`src/rtl/microwave_timer_ctrl_pkg.sv`:
```
// Shared definitions for the microwave cook timer: FSM states and BCD digit limits.
package microwave_timer_ctrl_pkg;

  typedef enum logic [1:0] {
    ST_IDLE  = 2'd0,
    ST_COOK  = 2'd1,
    ST_PAUSE = 2'd2,
    ST_DONE  = 2'd3
  } state_e;

  localparam logic [3:0] DIGIT_MAX = 4'd9;
  localparam logic [3:0] TENS_MAX  = 4'd5;
  localparam logic [3:0] MIN_MAX   = 4'd9;

  // True when a BCD digit does not exceed the given limit.
  function automatic logic bcd_le(input logic [3:0] d, input logic [3:0] lim);
    return d <= lim;
  endfunction

endpackage

```
`src/rtl/microwave_timer_ctrl_if.sv`:
```
// Keypad/control inputs and display/status outputs of the cook timer.
interface microwave_timer_ctrl_if;
  logic       key_valid;
  logic [3:0] key_digit;
  logic       start;
  logic       stop;
  logic       door_closed;
  logic [3:0] sec_ones;
  logic [3:0] sec_tens;
  logic [3:0] min;
  logic       mag_on;
  logic       timer_done;
  logic [1:0] state;

  modport master (
    output key_valid, key_digit, start, stop, door_closed,
    input  sec_ones, sec_tens, min, mag_on, timer_done, state
  );

  modport slave (
    input  key_valid, key_digit, start, stop, door_closed,
    output sec_ones, sec_tens, min, mag_on, timer_done, state
  );
endinterface

```
`src/rtl/microwave_timer_ctrl_bcd_mmss_down.sv`:
```
// M:SS BCD time register: keypad shift-in, clear and one-second decrement.
module bcd_mmss_down
  import microwave_timer_ctrl_pkg::*;
(
  input  logic       clk,
  input  logic       reset,
  input  logic       load_shift,
  input  logic [3:0] digit_in,
  input  logic       clear,
  input  logic       dec,
  output logic [3:0] sec_ones,
  output logic [3:0] sec_tens,
  output logic [3:0] min,
  output logic       is_zero,
  output logic       next_is_zero
);

  logic [3:0] ones_q, ones_d;
  logic [3:0] tens_q, tens_d;
  logic [3:0] min_q,  min_d;

  // Next digit values: clear beats decrement beats shift-in.
  always_comb begin
    ones_d = ones_q;
    tens_d = tens_q;
    min_d  = min_q;
    if (clear) begin
      ones_d = '0;
      tens_d = '0;
      min_d  = '0;
    end else if (dec) begin
      if (ones_q != 4'd0) begin
        ones_d = ones_q - 4'd1;
      end else begin
        ones_d = DIGIT_MAX;
        if (tens_q != 4'd0) begin
          tens_d = tens_q - 4'd1;
        end else begin
          tens_d = TENS_MAX;
          if (min_q != 4'd0) begin
            min_d = min_q - 4'd1;
          end
        end
      end
    end else if (load_shift) begin
      min_d  = tens_q;
      tens_d = ones_q;
      ones_d = digit_in;
    end
  end

  // Digit registers.
  always_ff @(posedge clk) begin
    if (reset) begin
      ones_q <= '0;
      tens_q <= '0;
      min_q  <= '0;
    end else begin
      ones_q <= ones_d;
      tens_q <= tens_d;
      min_q  <= min_d;
    end
  end

  assign sec_ones     = ones_q;
  assign sec_tens     = tens_q;
  assign min          = min_q;
  assign is_zero      = (ones_q == 4'd0) && (tens_q == 4'd0) && (min_q == 4'd0);
  assign next_is_zero = (ones_q == 4'd1) && (tens_q == 4'd0) && (min_q == 4'd0);

endmodule

```
`src/rtl/microwave_timer_ctrl.sv`:
```
// Microwave cook timer: state machine, one-second prescaler and magnetron control.
module microwave_timer_ctrl
  import microwave_timer_ctrl_pkg::*;
#(
  parameter int unsigned TICKS_PER_SEC = 50_000_000
) (
  input  logic                   clk,
  input  logic                   reset,
  microwave_timer_ctrl_if.slave  bus
);

  localparam int unsigned PW = $clog2(TICKS_PER_SEC);
  localparam logic [PW-1:0] PRESC_LAST = PW'(TICKS_PER_SEC - 1);

  state_e        state_q, state_d;
  logic [PW-1:0] presc_q, presc_d;
  logic          mag_on_q, mag_on_d;
  logic          timer_done_q, timer_done_d;

  logic          load_shift, clear, dec;
  logic          is_zero, next_is_zero;
  logic [3:0]    sec_ones, sec_tens, min;
  logic          tick, key_accept;

  bcd_mmss_down u_time (
    .clk          (clk),
    .reset        (reset),
    .load_shift   (load_shift),
    .digit_in     (bus.key_digit),
    .clear        (clear),
    .dec          (dec),
    .sec_ones     (sec_ones),
    .sec_tens     (sec_tens),
    .min          (min),
    .is_zero      (is_zero),
    .next_is_zero (next_is_zero)
  );

  assign tick = (presc_q == PRESC_LAST);

  // A key shifts in only if it is a digit and the shifted digits stay legal BCD.
  assign key_accept = bus.key_valid && bcd_le(bus.key_digit, DIGIT_MAX) &&
                      bcd_le(sec_ones, TENS_MAX) && bcd_le(sec_tens, MIN_MAX);

  // Next state, prescaler and time-register controls; priority stop > door > start > tick > key.
  always_comb begin
    state_d    = state_q;
    presc_d    = presc_q;
    load_shift = 1'b0;
    clear      = 1'b0;
    dec        = 1'b0;
    unique case (state_q)
      ST_IDLE: begin
        if (bus.stop) begin
          clear = 1'b1;
        end else if (bus.start && bus.door_closed && !is_zero) begin
          state_d = ST_COOK;
          presc_d = '0;
        end else if (key_accept) begin
          load_shift = 1'b1;
        end
      end
      ST_COOK: begin
        if (bus.stop || !bus.door_closed) begin
          state_d = ST_PAUSE;
        end else if (tick) begin
          presc_d = '0;
          dec     = 1'b1;
          if (next_is_zero) begin
            state_d = ST_DONE;
          end
        end else begin
          presc_d = presc_q + PW'(1);
        end
      end
      ST_PAUSE: begin
        if (bus.stop) begin
          state_d = ST_IDLE;
          clear   = 1'b1;
        end else if (bus.start && bus.door_closed) begin
          state_d = ST_COOK;
          presc_d = '0;
        end
      end
      ST_DONE: begin
        if (bus.stop || !bus.door_closed) begin
          state_d = ST_IDLE;
        end
      end
      default: state_d = ST_IDLE;
    endcase
    mag_on_d     = (state_d == ST_COOK);
    timer_done_d = (state_d == ST_DONE);
  end

  // State, prescaler and registered status outputs.
  always_ff @(posedge clk) begin
    if (reset) begin
      state_q      <= ST_IDLE;
      presc_q      <= '0;
      mag_on_q     <= 1'b0;
      timer_done_q <= 1'b0;
    end else begin
      state_q      <= state_d;
      presc_q      <= presc_d;
      mag_on_q     <= mag_on_d;
      timer_done_q <= timer_done_d;
    end
  end

  assign bus.sec_ones   = sec_ones;
  assign bus.sec_tens   = sec_tens;
  assign bus.min        = min;
  assign bus.mag_on     = mag_on_q;
  assign bus.timer_done = timer_done_q;
  assign bus.state      = state_q;

endmodule

```
`src/flat_wrapper.sv`:
```
// flat-port wrapper written by rule: the top's interface ports become plain ports
module microwave_timer_ctrl_flat import microwave_timer_ctrl_pkg::*;
#(
  parameter int unsigned TICKS_PER_SEC = 50_000_000
)
  (clk, reset, bus_key_valid, bus_key_digit, bus_start, bus_stop, bus_door_closed, bus_sec_ones, bus_sec_tens, bus_min, bus_mag_on, bus_timer_done, bus_state);
  microwave_timer_ctrl_if bus_i ();
  input  logic clk;
  input  logic reset;
  input wire logic [$bits(bus_i.key_valid)-1:0] bus_key_valid;
  input wire logic [$bits(bus_i.key_digit)-1:0] bus_key_digit;
  input wire logic [$bits(bus_i.start)-1:0] bus_start;
  input wire logic [$bits(bus_i.stop)-1:0] bus_stop;
  input wire logic [$bits(bus_i.door_closed)-1:0] bus_door_closed;
  output wire logic [$bits(bus_i.sec_ones)-1:0] bus_sec_ones;
  output wire logic [$bits(bus_i.sec_tens)-1:0] bus_sec_tens;
  output wire logic [$bits(bus_i.min)-1:0] bus_min;
  output wire logic [$bits(bus_i.mag_on)-1:0] bus_mag_on;
  output wire logic [$bits(bus_i.timer_done)-1:0] bus_timer_done;
  output wire logic [$bits(bus_i.state)-1:0] bus_state;
  assign bus_i.key_valid = bus_key_valid;
  assign bus_i.key_digit = bus_key_digit;
  assign bus_i.start = bus_start;
  assign bus_i.stop = bus_stop;
  assign bus_i.door_closed = bus_door_closed;
  assign bus_sec_ones = bus_i.sec_ones;
  assign bus_sec_tens = bus_i.sec_tens;
  assign bus_min = bus_i.min;
  assign bus_mag_on = bus_i.mag_on;
  assign bus_timer_done = bus_i.timer_done;
  assign bus_state = bus_i.state;
  microwave_timer_ctrl #(.TICKS_PER_SEC(TICKS_PER_SEC)) u_core (.clk(clk), .reset(reset), .bus(bus_i));
endmodule
```
`config.mk`:
```
export PLATFORM = sky130hd
export DESIGN_NAME = microwave_timer_ctrl_flat
export DESIGN_NICKNAME = d
export VERILOG_FILES = /design/src/rtl/microwave_timer_ctrl_pkg.sv /design/src/rtl/microwave_timer_ctrl_if.sv /design/src/rtl/microwave_timer_ctrl_bcd_mmss_down.sv /design/src/rtl/microwave_timer_ctrl.sv /design/src/flat_wrapper.sv
export SDC_FILE = /design/constraint.sdc
export NUM_CORES = 1
export LEC_CHECK = 0
export CORE_MARGIN = 4
export CORE_UTILIZATION = 51
export DETAILED_ROUTE_END_ITERATION = 16
export GPL_ROUTABILITY_DRIVEN = 1
export PLACE_DENSITY = 0.76
export RECOVER_POWER = 50
export SKIP_CTS_REPAIR_TIMING = 1
export SLEW_MARGIN = 20
export SYNTH_ARGS = -nofsm -noshare
export SYNTH_HDL_FRONTEND = slang
export SYNTH_SLANG_ARGS = --single-unit
```
`constraint.sdc`:
```
create_clock -name clk -period 2.1 [get_ports clk]
set_clock_uncertainty 0.05 [all_clocks]
set_input_delay 0.42 -clock clk [delete_from_list [all_inputs] [get_ports clk]]
set_output_delay 0.42 -clock clk [all_outputs]
set_load 0.02 [all_outputs]
```
# ---- Word-level counts from Yosys, hierarchy flattened
# Index checks and enable logic that the tools add are counted.
dict set report totals {
  regBits 42
  input_bits 10
  out_inout_bits 16
}
dict set report op_classes {
  n_addsub 4
  n_lt_le_gt_ge 3
  eq_ne 15
  mux 37
  n_reduce_logical 26
}
# cell count
set op_table {}
lappend op_table {{$mux W26} 6}
lappend op_table {{$pmux W26 S3} 1}
lappend op_table {{$mux W4} 12}
lappend op_table {{$add A26 B1 Y26 const B} 1}
lappend op_table {{$eq A26 B26 Y1 const B} 1}
lappend op_table {{$mux W2} 8}
lappend op_table {{$logic_not A4 Y1} 3}
lappend op_table {{$ne A2 B2 Y1 const B} 6}
lappend op_table {{$reduce_bool A4 Y1} 3}
lappend op_table {{$sub A4 B1 Y4 const B} 3}
lappend op_table {{$logic_and A1 B1 Y1} 9}
lappend op_table {{$mux W1} 9}
lappend op_table {{$le A4 B4 Y1 const B} 2}
lappend op_table {{$pmux W2 S4} 1}
lappend op_table {{$eq A2 B2 Y1 const B} 3}
lappend op_table {{$reduce_and A6 Y1} 1}
lappend op_table {{$eq A2 B1 Y1 const B} 2}
lappend op_table {{$eq A4 B1 Y1 const B} 1}
lappend op_table {{$le A4 B3 Y1 const B} 1}
lappend op_table {{$ne A2 B1 Y1 const B} 2}
lappend op_table {{$reduce_and A4 Y1} 1}
lappend op_table {{$reduce_or A2 Y1} 2}
lappend op_table {{$reduce_bool A3 Y1} 1}
lappend op_table {{$logic_not A1 Y1} 2}
lappend op_table {{other kinds (4)} 4}

# ---- Longest topological paths before layout
dict set report depth {
  word_depth 10
  mapped_depth 8
}

# ---- By module
# From an unflattened synthesis, not the netlist that was laid out.
dict set report unflattened {
  cells_unflattened 285
  hier_area_um2 2384.8
}
# module instances cells_per_inst area_per_inst_um2 seq_area_each_um2
set modules_own_cells {}
lappend modules_own_cells {microwave_timer_ctrl 1 193 1649.1 600.6}
lappend modules_own_cells {bcd_mmss_down 1 92 735.7 240.2}

# ---- Worst setup path before layout
# No wires, ideal clock.
dict set report synth_timing {
  path_kind {register to register}
  startpoint {register u_core.presc_q[0]}
  endpoint {register u_core.u_time.min_q[3] (netlist: u_core.u_time.min[3])}
  setup_time_ns 0.066
  arrival_time_ns 2.095
  required_ns 1.984
  setup_slack_ns -0.111
  path_stages_with_launch 8
  period_less_slack_ns 2.211
  cell_sequence {dfxtp_1 -> ha_1 -> nand2_1 -> or4_1 -> buf_2 -> or4_1 -> a22o_1 -> a21oi_2}
}
dict set report synth_via {
  elab_chain_len 6
  elab_cells_between_ends 10
  classes_between {eq/ne: 4; mux: 4; reduce/logical: 2}
}
# element line_no
set synth_lines {}
lappend synth_lines {{start: declaration} microwave_timer_ctrl.sv:16} ;# logic [PW-1:0] presc_q, presc_d;
lappend synth_lines {{start signal: assignment} microwave_timer_ctrl.sv:105} ;# presc_q <= presc_d;
lappend synth_lines {{$eq A26 B26 Y1 *} microwave_timer_ctrl.sv:39} ;# assign tick = (presc_q == PRESC_LAST);
lappend synth_lines {{$mux W1 *} microwave_timer_ctrl.sv:66} ;# end else if (tick) begin
lappend synth_lines {{$mux W1 *} microwave_timer_ctrl.sv:64} ;# if (bus.stop || !bus.door_closed) begin
lappend synth_lines {{$mux W1 *} microwave_timer_ctrl.sv:52} ;# unique case (state_q)
lappend synth_lines {{$ne A2 B2 Y1 (no line) / $reduce_bool A2 Y1 (equally long branches)} -}
lappend synth_lines {{$reduce_and A4 Y1 (no line)} -}
lappend synth_lines {{end signal: assignment} microwave_timer_ctrl_bcd_mmss_down.sv:61} ;# min_q <= min_d;
lappend synth_lines {{end: declaration} microwave_timer_ctrl_bcd_mmss_down.sv:20} ;# logic [3:0] min_q, min_d;
# Every way passes the cells marked *; elsewhere a longest branch is shown, timed or not.
# A chain may end at the register's enable or synchronous reset.

# ---- Final worst setup path
dict set report layout_timing {
  startpoint {register u_core.presc_q[5]}
  endpoint {register u_core.u_time.min_q[3] (netlist: u_core.u_time.min[3])}
}
# Same word-level chain as after synthesis.

==> results.md <==
* Status: finished, final reports clean
* Post-synth EDFFs at 0
* TritonRoute pass-1 iters at 7
* Maximum vdd drop at 0.561 mV
* Number of max-cap violations at 0
* R2R Setup Slk at 0.04 ns
* Critical path capture point type: flip-flop
* Synth top cells by count: dfxtp_1, a21oi_1, nand2_1, nor2_1, nand3_1
* First-pass GRT wire length at 11200 um
* Worst R2R End: u_core.u_time.min[3]
* Post-DP HPWL at 5060 um
* Final cycle utilization of the critical path at 98.2%
* Drt first-iter violations at 264
* Setup crit start: u_core.presc_q[5]
* Leakage at 1.28 nW
* Htree depth at 2
* Clk root buf: clkbuf_8
* Initial antenna violation count at 0
* Syn Inst Count at 295
* DIE WIDTH at 76.0 um
* Setup WS post-layout at 0.0383 ns
* Grt ovf at 0
* Fillers at 294
* Initial Util at 53.4%
* Sequential cell area fraction in the yosys report at 35.6%
* Final Max Slew Viols at 0
* Hold WS at 0.449 ns
* Clock Sinks at 42
* CP Capture Point: u_core.u_time.min[3]
* Die area at 5780 um2
* Syn avg cell area at 7.99 um2
* Vias in the first global route at 2384
* Count leader, synth: dfxtp_1
* DRT antenna net count at 0
* Fmax at 0.485 GHz
* Top Ports at 26
* Synth Net Count at 307
* Gpl congestion at 0.927
* Port bufs at 25
* Crit path time final at 2.06 ns
* Placed Instances at 426
* Cell Area, Synth at 2360 um2
* Synth top area share at 35.6%
* Clock Path Buffers at 2
* Placement Setup Slack at -0.422 ns
* Share of cells above drive strength 1 at 30.2%
* DR vias/cell at 6.25
* Syn-to-layout area delta at 46.8%
* Yosys cell types at 53
* Number of cells on the worst reg-to-reg path at 5
* WL/cell at 17.0 um
* CTS tree: built
* Detailed-route via count at 2787
* Pin count of the biggest net entering global routing at 17
* Final Hold Vio Count at 0
* Top FF cell, synth: dfxtp_1
* RR Startpoint: u_core.presc_q[5]
* Number of diodes at 0
* Slew @ Worst Pin at 0.481 ns
* Layout Cells excl Fill at 446
* Worst skew pair latency at 0.31 ns
* Crit path max fanout at 4
* Post-synth top area cell: dfxtp_1
* # DRC at 0
* Flip-flop and latch count after synthesis at 42
* CP startpoint kind: flip-flop
* CP required at 2.30 ns
* Post-synth ARST share at 0%
* Detailed-route wire length at 7600 um
* Crit Path Class: flip-flop to flip-flop
* Die height at 76.0 um
* Synth top area cells: dfxtp_1, a21oi_1, nand3_1, nand2_1, nor2_1
* Layout Nets at 405
* Yosys warning count at 0
* CTS clk-pin slew, worst paths at 0.10 ns
* Worst min path class: flip-flop to flip-flop
* Row cnt at 24
* Core ar. at 4410 um2
* Total Routing Usage GR at 22.9%
* Pwr Density at 442 nW/um2
* Num CTS Buffers at 5
* CP arrival at 2.26 ns
* Final Setup Violations at 0
* Rel. slew slack at 67.5%
final cells by class:
type                            count  area, um2  area share [%]
Clock inverter                      3       23.8           0.687
Sequential cell                    42        848            24.5
Tap cell                           52       65.1            1.88
Timing Repair Buffer              102        855            24.7
Clock buffer                        5       68.8            1.99
Multi-Input combinational cell    231       1560            45.1
Inverter                           11       41.3            1.19
stage by stage:
step / setup TNS [ns] / util [%] / instance area [um2] / total power, mW
floorplan: -0.00427 / - / 2380 / 0.885
global placement: -5.16 / 71.1 / 3140 / 0.956
detailed placement: -5.74 / 71.1 / 3140 / 0.959
CTS: -0.649 / 73.2 / 3230 / 1.50
global route: -0.172 / 78.4 / 3460 / 1.57
finish: 0 / 78.4 / 3460 / 1.53
routing by layer:
metal / GRT usage [%] / wire, um
met2: 37.0 / 3570
met1: 31.0 / 3230
met4: 5.52 / 193
met5: 0 / 0
met3: 5.20 / 609
cell families (layout without fill, tap and decap cells):
family | count (synthesis) | after routing | share of synthesized area, %
flops | 42 | 42 | 35.7
compound gates | 79 | 79 | 21.6
simple gates | 138 | 138 | 32.9
buf+inv | 22 | 121 | 4.14
xor+xnor | 9 | 9 | 3.34
fa+ha+maj | 2 | 2 | 1.06
mux | 3 | 3 | 1.27
cells in the final DEF, fill, tap and decap left out, drive strengths merged, types with 10 or more instances in the layout:
cell	synthesis	layout
a21oi	28	28
buf	5	77
clkdlybuf4s50	0	21
dfxtp	42	42
inv	11	12
nand2	25	25
nand3	19	19
nand4	14	14
nor2	25	25
o21ai	19	19
or3	10	10
worst max-delay path: stages, from the launching register on:
cell     delay [ns]
dfxtp_2        0.37
nand4_2        0.16
or4_4          0.57
or4_1          0.48
a22o_1         0.24
a21oi_2        0.13
where the power goes:
group	switching (mW)	internal, mW
Combinational	0.0857	0.0785
Clock	0.326	0.238
Sequential	0.00234	0.798
Total	0.414	1.11
state kept, by name, indices dropped and copies added (netlist names):
name / cells
u_core.bus.mag_on: 1
u_core.bus.state: 2
u_core.bus.timer_done: 1
u_core.presc_q: 26
u_core.u_time.min: 4
u_core.u_time.sec_ones: 4
u_core.u_time.sec_tens: 4
how the worst min path moves through the flow:
stage                  startpoint                 end  slack [ns]  cells past startpoint
2_1_floorplan  u_core.presc_q[25]  u_core.presc_q[25]        0.40                      2
3_3_place_gp   u_core.presc_q[25]  u_core.presc_q[25]        0.43                      2
3_5_place_dp   u_core.presc_q[23]  u_core.presc_q[23]        0.44                      2
4_1_cts        u_core.presc_q[25]  u_core.presc_q[25]        0.46                      2
5_1_grt         u_core.presc_q[5]   u_core.presc_q[5]        0.45                      2
6_report        u_core.presc_q[5]   u_core.presc_q[5]        0.45                      2
(Power assumes the default switching activity.)
